### src/rtl/cmd_msg_encoder.sv
// Frames a fault/pick command as "#<class><unit>-<loc>#" for a byte-wide UART transmitter.
// Define CMD_MSG_CHECKSUM_EN to insert a checksum byte before the closing '#'.
module cmd_msg_encoder #(
  parameter int GAP_CYCLES = 50000
) (
  input  logic       clk_50M,
  input  logic       reset,
  input  logic       cmd_valid,
  input  logic [1:0] cmd_type,
  input  logic [1:0] cmd_loc,
  output logic       cmd_ready,
  input  logic       tx_done,
  output logic       data_send,
  output logic [7:0] msg,
  output logic       busy,
  output logic [7:0] frames_sent
);

`ifdef CMD_MSG_CHECKSUM_EN
  localparam int FRAME_LEN = 7;
`else
  localparam int FRAME_LEN = 6;
`endif
  localparam logic [2:0] LAST_IDX = 3'(FRAME_LEN - 1);
  localparam int GAP_W = (GAP_CYCLES > 1) ? $clog2(GAP_CYCLES) : 1;
  localparam logic [GAP_W-1:0] GAP_LAST = GAP_W'(GAP_CYCLES - 1);

  typedef enum logic [1:0] {IDLE, SEND, WAIT_DONE, GAP} state_t;

  state_t           r_state;
  state_t           w_state_next;
  logic             r_pend_valid;
  logic [1:0]       r_pend_type;
  logic [1:0]       r_pend_loc;
  logic [1:0]       r_act_type;
  logic [1:0]       r_act_loc;
  logic [2:0]       r_byte_idx;
  logic [GAP_W-1:0] r_gap_cnt;
  logic [7:0]       r_frames;

  logic             w_accept;
  logic             w_xfer;
  logic             w_byte_done;
  logic             w_last_byte;
  logic             w_gap_done;
  logic [7:0]       w_class;
  logic [7:0]       w_unit;
  logic [7:0]       w_loc;
  logic [7:0]       w_byte;

  assign cmd_ready   = ~r_pend_valid;
  assign frames_sent = r_frames;

  // Accept only into an empty slot, so an accept and an IDLE transfer never collide.
  assign w_accept    = cmd_valid & ~r_pend_valid;
  assign w_xfer      = (r_state == IDLE) & r_pend_valid;
  assign w_last_byte = (r_byte_idx == LAST_IDX);
  assign w_byte_done = (r_state == WAIT_DONE) & tx_done;
  assign w_gap_done  = (r_state == GAP) & (r_gap_cnt == GAP_LAST);

  assign w_class = (r_act_type == 2'b11) ? 8'h50 : 8'h46;
  assign w_loc   = {6'b001100, r_act_loc};

  always_comb begin
    w_unit = 8'h42;
    case (r_act_type)
      2'b00:   w_unit = 8'h45;
      2'b01:   w_unit = 8'h43;
      2'b10:   w_unit = 8'h52;
      default: w_unit = 8'h42;
    endcase
  end

`ifdef CMD_MSG_CHECKSUM_EN
  logic [7:0] w_csum;
  // Forcing bit 6 keeps the checksum clear of the '#' delimiter.
  assign w_csum = 8'h40 | ((w_class ^ w_unit ^ 8'h2D ^ w_loc) & 8'h3F);
`endif

  always_comb begin
    w_byte = 8'h00;
    case (r_byte_idx)
      3'd0:    w_byte = 8'h23;
      3'd1:    w_byte = w_class;
      3'd2:    w_byte = w_unit;
      3'd3:    w_byte = 8'h2D;
      3'd4:    w_byte = w_loc;
`ifdef CMD_MSG_CHECKSUM_EN
      3'd5:    w_byte = w_csum;
      3'd6:    w_byte = 8'h23;
`else
      3'd5:    w_byte = 8'h23;
`endif
      default: w_byte = 8'h00;
    endcase
  end

  always_ff @(posedge clk_50M) begin
    if (reset) begin
      r_state <= IDLE;
    end else begin
      r_state <= w_state_next;
    end
  end

  always_comb begin
    w_state_next = r_state;
    data_send    = 1'b0;
    busy         = 1'b1;
    msg          = 8'h00;
    case (r_state)
      IDLE: begin
        busy = 1'b0;
        if (r_pend_valid) w_state_next = SEND;
      end
      SEND: begin
        data_send    = 1'b1;
        msg          = w_byte;
        w_state_next = WAIT_DONE;
      end
      WAIT_DONE: begin
        msg = w_byte;
        if (tx_done) w_state_next = w_last_byte ? GAP : SEND;
      end
      GAP: begin
        if (r_gap_cnt == GAP_LAST) w_state_next = IDLE;
      end
      default: w_state_next = IDLE;
    endcase
  end

  always_ff @(posedge clk_50M) begin
    if (reset) begin
      r_pend_valid <= 1'b0;
      r_pend_type  <= 2'b00;
      r_pend_loc   <= 2'b00;
      r_act_type   <= 2'b00;
      r_act_loc    <= 2'b00;
      r_byte_idx   <= 3'd0;
      r_gap_cnt    <= '0;
      r_frames     <= 8'h00;
    end else begin
      if (w_accept) begin
        r_pend_type <= cmd_type;
        r_pend_loc  <= cmd_loc;
      end
      r_pend_valid <= w_accept | (r_pend_valid & ~w_xfer);

      if (w_xfer) begin
        r_act_type <= r_pend_type;
        r_act_loc  <= r_pend_loc;
        r_byte_idx <= 3'd0;
      end else if (w_byte_done) begin
        r_byte_idx <= w_last_byte ? 3'd0 : r_byte_idx + 3'd1;
      end

      if (r_state == GAP) begin
        r_gap_cnt <= w_gap_done ? '0 : r_gap_cnt + GAP_W'(1);
      end

      // A frame counts only once its closing byte has been acknowledged.
      if (w_byte_done && w_last_byte) begin
        r_frames <= r_frames + 8'd1;
      end
    end
  end

endmodule

### config.mk
export PLATFORM = sky130hd
export DESIGN_NAME = cmd_msg_encoder
export DESIGN_NICKNAME = d
export VERILOG_FILES = /design/src/rtl/cmd_msg_encoder.sv
export SDC_FILE = /design/constraint.sdc
export NUM_CORES = 1
export LEC_CHECK = 0
export CAP_MARGIN = 25
export CORE_UTILIZATION = 49
export DETAILED_ROUTE_END_ITERATION = 10
export PLACE_DENSITY = 0.75
export SYNTH_ARGS = -nofsm -noshare
export SYNTH_HDL_FRONTEND = slang
export SYNTH_SLANG_ARGS = --single-unit
export TNS_END_PERCENT = 10
### constraint.sdc
create_clock -name clk_50M -period 1.7 [get_ports clk_50M]
set_input_delay 0.34 -clock clk_50M [delete_from_list [all_inputs] [get_ports clk_50M]]
set_output_delay 0.34 -clock clk_50M [all_outputs]
set_load 0.005 [all_outputs]
Yosys cells after proc, flatten, opt, wreduce, memory -nomap -nowiden:

Cells that the tools add are included.

* input port bits: 8
* logic and storage cells: 56
* bits in registers: 38

* reductions and logical operators: 8
* bitwise logic cells: 8
* multiplexer cells: 13
* $add $sub $neg: 3
* eq/ne operators: 15

Operators by type and width (number)
* $pmux W8 S5: 1
* $add A16 B1 Y16 const B: 1
* $eq A16 B16 Y1 const B: 1
* $mux W16: 1
* $pmux W5 S3: 1
* $add A8 B1 Y8 const B: 1
* $eq A2 B2 Y1 const B: 4
* $mux W2: 4
* $mux W8: 1
* $pmux W2 S4: 1
* $eq A3 B2 Y1 const B: 2
* $eq A3 B3 Y1 const B: 2
* $ne A2 B2 Y1 const B: 3
* $reduce_or A2 Y1: 3
* $and A1 B1 Y1: 5
* $mux W5: 1
* $eq A2 B1 Y1 const B: 2
* $logic_not A2 Y1: 2
* $add A3 B1 Y3 const B: 1
* $eq A3 B1 Y1 const B: 1
* $logic_not A3 Y1: 1
* $mux W3: 1
* $reduce_and A3 Y1: 1
* $mux W1: 2
* other kinds (3): 4

Depth between registers and ports, before layout:

* depth after elaboration: 5
* mapped depth: 7

Worst setup path before layout:

No wires, ideal clock.

* path kind: flip-flop to flip-flop
* from: register r_state[0]
* to: register r_frames[6], in the netlist frames_sent[6]
* cell stages (with the launch flop): 7
* data required time: 1579 ps
* data arrival time: 1647 ps
* library setup time: 121 ps
* setup slack: -68 ps
* path buffers: 0
* cells stage by stage: dfxtp_1 inv_1 ha_1 nand2_1 nor3_1 and3_1 mux2_2

* word-level cells in the longest chain between the ends: 3

RTL lines
* from (decl): RTL line 30 `state_t r_state;`
* from (signal assigned): RTL line 102 `r_state <= w_state_next;`
* $eq A2 B2 Y1: RTL line 58 `assign w_byte_done = (r_state == WAIT_DONE) & tx_done;`
* $and A1 B1 Y1: RTL line 58
* $logic_and A1 B1 Y1: RTL line 162 `if (w_byte_done && w_last_byte) begin`
* to (signal assigned): RTL line 163 `r_frames <= r_frames + 8'd1;`
* to (decl): RTL line 39 `logic [7:0] r_frames;`

Every way passes these cells.
A chain may end at the register's enable or synchronous reset.

Final worst setup path:

* from: register r_byte_idx[0]
* to: output msg[1]

* word-level cells in the longest chain between the ends: 4
* elaborated cells between the ends (all ways): 9
* classes of those cells: eq/ne (5); mux (2); reduce/logical (2)

RTL lines
* from (decl): RTL line 37 `logic [2:0] r_byte_idx;`
* from (signal assigned): RTL line 154 `r_byte_idx <= w_last_byte ? 3'd0 : r_byte_idx + 3'd1;`
* $eq A3 B3 Y1 or $logic_not A3 Y1 (tied branches): RTL line 82 `case (r_byte_idx)`
* $reduce_or A2 Y1 (no line)
* $pmux W8 S5 *: RTL line 82
* $mux W8 *: RTL line 111 `case (r_state)`
* to (decl): RTL line 14 `output logic [7:0] msg,`

Every way passes the cells marked *; elsewhere a longest branch is shown, timed or not.

==> results.ini <==
[synth]
syn_inst=236
synth_largest_area_cell=dfxtp_1
yosys_warnings=0
synth_common_cells=38 x dfxtp_1, 36 x nor2_1, 16 x a21oi_1
synth_compound_area_frac=0.110
ys_seq_area_frac=0.386
synthArstFlopShare=0
syn_area_mm2=0.00197
synth_mux_area_frac=0.0311
syn_avg_cell_area_um2=8.35
synth_top_family_by_area=simple AND/OR/NAND/NOR gates
synth-main-ff-cell=dfxtp_1
ys_types=43
synth_seq_cells=38
yosysMostFrequentCell=dfxtp_1
synthAdderAreaFrac=0.0508
synth_top_area_frac=0.386
synth_edf_count=0
syn_nets=252
synthSimpleGateAreaFrac=0.295
synth_xor_area_frac=0.0800
yosys-top-cells-area=dfxtp_1 39%, nor2_1 6.9%, ha_1 5.1%, xor2_1 4.9%, a21oi_1 4.1%

[global_routing]
antenna_found_initial=0
grt_pass1_vias=1560
grtUsageTotal=0.210
grt-ovfl-total=0
grt_start_max_net_pins=15
grt_pass1_wl_mm=6.91

[floorplan]
fp.coreArea_mm2=0.00377
start_util=0.523
dieHeight_um=65.4
die_w_um=65.4
io_pins=27
rows=22
dieArea_mm2=0.00428

[setup_path]
critPathArrivalTime_ns=1.49
required_ns=1.36
critical_path_class=flop to output port
cp-start-kind=flop
r2r_slack_ns=0.03
r2r_end=r_state[1]$_SDFFE_PP0P_
r2r_cells=8
r2r-start=r_state[0]$_SDFFE_PP0P_
critical_path_peak_fanout=5
end_kind=output port

[status]
violations=negative setup slack
status=finished with violations

[detailed_routing]
drt_iter0_markers=102
wirelength_mm=4.43
vias=1850
vias_per_cell=5.38
wl_per_cell_um=12.9
route.detailed.drc=0
ant_nets=0
drtPass1Iterations=4

[job]
drv_cap=0

[timing]
fmax_mhz=548
finClkSkew_ns=0.00555
tns_ns=-0.620
finalCriticalPeriod_ns=1.83
final.setup.worst_slack_ns=-0.125
finalSetupViolations=6
slew_viol_final=0
rsz0062_at_grt=true
finalCritPeriodShare=1.07
hold_violations=0

[place]
io_buffers=25
dp_hpwl_mm=3.16
placed_cell_area_mm2=0.00255
globalplace.congestion=0.822
dp_cells=339

[clock_network]
cts_tree=done
cts_max_level=2
clkLatencyLatePin_ns=0.29
cts-hold-fix-buffers=0
cts_inserted_buffers=5
cts.sinks=38
root_buffer=clkbuf_8
path_clk_slew_ns=0.07
post_cts.repair.setup_buffers=0
ctsLongestPathBuffers=2

[cells_and_area]
diodes=0
final_nets=313
finalInstanceArea_mm2=0.00272
drive_above_1_share=0.291
final-instance-count-excl-fill=344
syn_to_final_growth_pct=37.8

[power]
fin_total_pwr_mw=2.26
ir_drop_v=0.000523
p_per_area_mw_per_mm2=833
leakage_nw=1.07

[worst_hold_path]
holdCritStartpoint=r_act_loc[1]$_SDFFE_PP0P_
min_to=r_act_loc[1]$_SDFFE_PP0P_
hold_depth=2
hold_class=flop to flop

==> worst max-delay path by stage <==
stage | end | slack (ns) | cells past startpoint | start
floorplan | msg[0] | -0.02 | 6 | r_byte_idx[2]$_SDFFE_PP0P_
finish | msg[1] | -0.13 | 6 | r_byte_idx[0]$_SDFFE_PP0P_
global route | msg[4] | -0.19 | 6 | r_byte_idx[0]$_SDFFE_PP0P_
CTS | msg[1] | -0.12 | 6 | r_byte_idx[0]$_SDFFE_PP0P_
global placement | msg[1] | -0.24 | 7 | r_state[0]$_SDFFE_PP0P_
detailed placement | msg[0] | -0.30 | 7 | r_byte_idx[0]$_SDFFE_PP0P_
==> cell families after synthesis <==
logic type	Yosys count
mux	6
fa+ha+maj	8
xor+xnor	18
other cells	1
buf+inv	22
simple gates	107
compound gates	36
flops	38
==> placed cells by master (no fill, tap or decap), types with 3 or more instances in the layout <==
cell type and count:
ha_1 3, nand2_1 13, inv_1 8, dfxtp_1 32, and2_1 3, o21ai_0 8
xor2_1 11, buf_2 4, a21oi_1 13, nand4_1 7, xnor2_1 7, nor2_1 35
or3_1 3, and3_1 4, clkdlybuf4s50_1 16, nand3_1 13, ha_4 3, buf_4 41
mux2i_1 5, clkbuf_8 6, dfxtp_2 6
==> timing repair <==
| item | in CTS | in global routing |
|---|---|---|
| gates cloned | 0 | 0 |
| resized for setup | 43 | 12 |
| endpoints found under the setup margin | 11 | 16 |
| pin swaps | 10 | 2 |
==> metrics by stage <==
stage	util	hold slack, ns	setup WS (ns)
2_1_floorplan	-	0.433	-0.0175
3_3_place_gp	0.676	0.441	-0.237
3_5_place_dp	0.676	0.454	-0.295
4_1_cts	0.711	0.463	-0.122
5_1_grt	0.720	0.483	-0.188
6_report	0.720	0.474	-0.125
==> routing by layer <==
metal | up-vias | routed length (um) | global-route usage
met1 | 866 | 2150 | 0.282
li1 | 937 | - | -
met3 | 7 | 197 | 0.0521
met5 | - | 0 | 0
met2 | 40 | 2040 | 0.329
met4 | 0 | 46 | 0.0652
==> flip-flops by register name, indices dropped and copies added (netlist names) <==
register      count
frames_sent       8
r_act_loc         2
r_act_type        2
r_byte_idx        3
r_gap_cnt        16
r_pend_loc        2
r_pend_type       2
r_pend_valid      1
r_state           2
==> power breakdown <==
part / internal [mW] / switching [mW] / total (mW)
Sequential: 0.931 / 0.0290 / 0.960
Combinational: 0.369 / 0.332 / 0.701
Clock: 0.312 / 0.290 / 0.603
==> area by class of cell <==
cell class,instances,area [um^2]
clock buffer,6,82.6
fill,311,1050
inverter,10,37.5
multi-input combinational,176,1230
sequential,38,768
tap,48,60.1
timing repair buffer,66,537
==> critical path, stage by stage, from the launching register on <==
cell and delay, ns:
dfxtp_2 0.34, and2_4 0.16, ha_4 0.15, o21bai_4 0.17, a21oi_4 0.19, nor2_1 0.05
buf_2 0.13
No activity file was read; power rests on OpenSTA's default activity.
==> RTL change 1: new RTL, config.mk and constraints unchanged <==
Set the parameter `GAP_CYCLES` to 25000 (it was 50000).
--- a/src/rtl/cmd_msg_encoder.sv
+++ b/src/rtl/cmd_msg_encoder.sv
@@ -1,7 +1,7 @@
 // Frames a fault/pick command as "#<class><unit>-<loc>#" for a byte-wide UART transmitter.
 // Define CMD_MSG_CHECKSUM_EN to insert a checksum byte before the closing '#'.
 module cmd_msg_encoder #(
-  parameter int GAP_CYCLES = 50000
+  parameter int GAP_CYCLES = 25000
 ) (
   input  logic       clk_50M,
   input  logic       reset,
Function: same outputs for any inputs over 10 cycles, from zero or initial values and one cycle with reset high; that may be too few to reach the edited logic, so the function may still have changed.
==> RTL change 1 against the unedited design <==
- the run still ends with negative setup slack left
- critical endpoint is now r_gap_cnt[3]
- design area decreased by 1.3%
- utilization up 0.12 points
- power up 9.5%
- register-to-register slack worse by 240 ps
- area after synthesis down 2.6%
- sequential cell count is 1 lower
- wire length grew 0.29%
- largest cell class unchanged
- highest routed layer unchanged
- setup slack got worse by 85 ps
==> RTL change 1: results (changes against the unedited design) <==
| Metric | Value |
|---|---|
| Filler cell count | 300 (-3.5%) |
| Post-placement cell area | 2500 um^2 (-2.0%) |
| Crit path max-delay family | simple AND/OR/NAND/NOR gates |
| Grt met2 use | 36.6% (+3.7 points) |
| Worst Setup Slack post-DPL | -271 ps (+24.1 ps) |
| Placed Cells | 336 (-0.88%) |
| Share of layout cells above drive strength 1 | 28.8% (-0.29 points) |
| Layout Cells excl Fill | 347 (+0.87%) |
| Status | complete, but fails checks |
| Hold path endpoint | r_act_loc[0] |
| Vias in the first global route | 1655 (+6.1%) |
| Leak pwr | 0.00107 uW (about the same) |
| CP Data Arrival Time | 2090 ps (+600 ps) |
| Peak supply drop | 0.561 mV (+7.3%) |
| First drt pass iteration count | 5 (+1) |
| Failing checks | negative setup slack |
| Sequential element share of the synthesized area | 38.6% (about the same) |
| Top cells by area, synth | dfxtp_1 39%, nor2_1 7.4%, ha_1 5.2% |
| Clock Skew | 5.30 ps (-0.255 ps) |
| Tot GR Track Use | 23.0% (+2.0 points) |
| HP Start | r_act_loc[0] |
| First-pass GRT wire length | 7450 um (+7.8%) |
| Mapped Cells | 233 (-1.3%) |
| Synth cell count leaders | 38 x nor2_1, 37 x dfxtp_1, 17 x a21oi_1, 17 x nand2_1, 12 x inv_1 |
| Reg2reg end | r_gap_cnt[3] |
| Worst Setup Slack, final | -211 ps (-85.5 ps) |
| Vias per cell | 5.25 (-2.3%) |
| CP startpoint | r_gap_cnt[10] |
| Count of unique library cells instantiated by Yosys | 44 (+2.3%) |
| Routed wire length | 4440 um (+0.29%) |
| Final Setup Violations | 21 (+15) |
| Crit-path max cell delay | 570 ps (+230 ps) |
| CP Max Fanout | 14 (+9) |
| Clk Tree Root Cell | clkbuf_8 |
| Largest register FFs | 15 (-1) |
| Worst Reg-to-Reg Cells | 5 (-3) |
| Detailed placement HPWL | 3180 um (+0.71%) |
| Critical Path Slowest Stage Cell | or4_4 |
| Met1 usage | 31.3% (+3.0 points) |
-- RTL change 1: cell types whose count changed after synthesis, moves of 3 or more --
cell / delta
nand2_1: +3
xnor2_1: +4
xor2_1: -3
o21ai_0: -4
nand3_1: -3
buf_2: -3
-- RTL change 1: logic make-up after synthesis --
family / after synthesis / synth area share (%)
muxes: 5 / 2.61
and+or+nand+nor: 105 / 28.0
DFF: 37 / 38.6
AOI/OAI and AO/OA: 35 / 11.7
adders and majority gates: 8 / 5.22
other: 1 / 0.195
buffers and inverters: 23 / 5.08
xor gates and xnor gates: 19 / 8.67
-- RTL change 1: per-layer routing --
layer	up-vias	part of all wire (%)	wire [um]
li1	935	-	-
met1	848	49	2170
met2	35	46	2040
met3	5	3.8	168
met4	0	1.3	59
met5	-	0	0
-- RTL change 1: stage by stage --
step / TNS (ps) / hold slack, ps / utilization, %
CTS: -3780 / 465 / 71.6
global placement: -3560 / 454 / 67.2
finish: -3720 / 468 / 72.2
detailed placement: -4110 / 455 / 67.2
global route: -4720 / 477 / 72.2
floorplan: -1920 / 433 / -
-- RTL change 1: what timing repair did --
action | CTS | global route
gates resized for setup | 40 | 10
buffers inserted | 3 | 0
endpoints found under the setup margin | 26 | 27
pin swaps | 8 | 6
hold buffers | 0 | 0
-- RTL change 1: layout make-up --
| cell class | count | area share, % |
|---|---|---|
| inverters | 12 | 1.68 |
| repair buffers | 69 | 21.2 |
| clock inverters | 1 | 0.187 |
| clock buffers | 7 | 3.59 |
| flip-flops and latches | 37 | 27.9 |
| well taps | 48 | 2.24 |
| multi-input cells | 173 | 43.2 |
-- RTL change 1: power breakdown --
part	leakage [uW]	switching (uW)	internal (uW)
Sequential	0.000302	31.3	916
Clock	0.0000542	309	366
Combinational	0.000712	404	453
Total	0.00107	744	1740
==> RTL change 2: new RTL, same settings <==
Made on the original files. Re-encode `state_t` (4 states) as one-hot, 4 bits wide.
--- a/src/rtl/cmd_msg_encoder.sv
+++ b/src/rtl/cmd_msg_encoder.sv
@@ -25,7 +25,7 @@
   localparam int GAP_W = (GAP_CYCLES > 1) ? $clog2(GAP_CYCLES) : 1;
   localparam logic [GAP_W-1:0] GAP_LAST = GAP_W'(GAP_CYCLES - 1);
 
-  typedef enum logic [1:0] {IDLE, SEND, WAIT_DONE, GAP} state_t;
+  typedef enum logic [3:0] {IDLE = 4'b0001, SEND = 4'b0010, WAIT_DONE = 4'b0100, GAP = 4'b1000} state_t;
 
   state_t           r_state;
   state_t           w_state_next;
Formal check against the unedited RTL: no difference found for any inputs over 10 cycles, from zero or initial values and one cycle with reset high; not proved beyond that.
==> RTL change 2 against the unedited design <==
- design area up 14%
- final cell count up 11%
- largest cell class unchanged
- worst hold slack improved by 22 ps
- area after synthesis rose by 6.1%
- power increased by 5.1%
- sequential power increased by 5%
- sequential cell count increased by 2
- wire length up 30%
- setup slack worse by 86 ps
- the run still ends with negative setup slack left
- non-clock buffer count increased by 29
==> RTL change 2: results (changes against the unedited design) <==
| Metric | Value |
|---|---|
| Vias per cell | 5.60 (+4.1%) |
| 1st-iter DRT viols | 111 (+8.8%) |
| Syn nets | 254 (+0.79%) |
| Peak supply drop | 0.697 mV (+33%) |
| M1 wire length | 2600 um (+21%) |
| Count of unique library cells instantiated by Yosys | 44 (+2.3%) |
| Status | complete, but fails checks |
| Detailed placement HPWL | 3620 um (+14%) |
| Tot GR Track Use | 27.1% (+6.2 points) |
| Leak pwr | 0.00129 uW (+21%) |
| Worst Setup Slack, final | -211 ps (-85.8 ps) |
| Met2 wire len | 2840 um (+39%) |
| Flop pwr share | 42.6% (+0.2 points) |
| Routed wire length | 5760 um (+30%) |
| First-pass GRT wire length | 9090 um (+32%) |
| Internal power component | 1710 uW (+5.8%) |
| Share of layout cells above drive strength 1 | 39.6% (+11 points) |
| Final Total Pwr | 2380 uW (+5.1%) |
| Synthesized area per cell | 8.60 um^2 (+3.0%) |
| Worst setup path end | msg[3] |
| CP startpoint | r_state[2] |
| Worst Reg-to-Reg Cells | 5 (-3) |
| CP Max Fanout | 2 (-3) |
| Post-Synth Adder-Cell Area | 1.80% (-3.3 points) |
| Failing checks | negative setup slack |
| Grt met3 use | 5.91% (+0.70 points) |
| Area fraction in compound gates after synthesis | 10.4% (-0.63 points) |
| CP Data Arrival Time | 1570 ps (+80 ps) |
| Final Setup Violations | 29 (+23) |
| Routability cong. | 0.906 (+10%) |
RTL change 2: repair_timing:
action,4_1_cts,5_1_grt
buffers inserted,12,1
resized for setup,67,15
endpoints found under the setup margin,31,36
endpoints found under the hold margin,0,0
pin swaps,19,11
RTL change 2: critical path, cell delays in order, from the launching register on:
cell and delay [ps]:
dfxtp_2 340, xnor2_2 150, or3_4 400, buf_4 160
nor2_1 100, buf_2 130
RTL change 2: metrics by stage:
step                instance area (um^2)  worst slack, ps  setup TNS, ps  hold slack (ps)
CTS                                 3050             -189          -3680              497
finish                              3110             -211          -3310              496
global route                        3110             -246          -4760              512
floorplan                           2110             -156          -2170              454
detailed placement                  2780             -449          -6510              482
global placement                    2780             -416          -5710              471
RTL change 2: layout make-up:
cell class,count,share of cell area [%]
multi-input combinational,181,42.5
tap,50,2.01
clock buffer,5,2.21
sequential,40,26.1
inverter,9,1.25
timing repair buffer,95,24.5
clock inverter,3,1.37
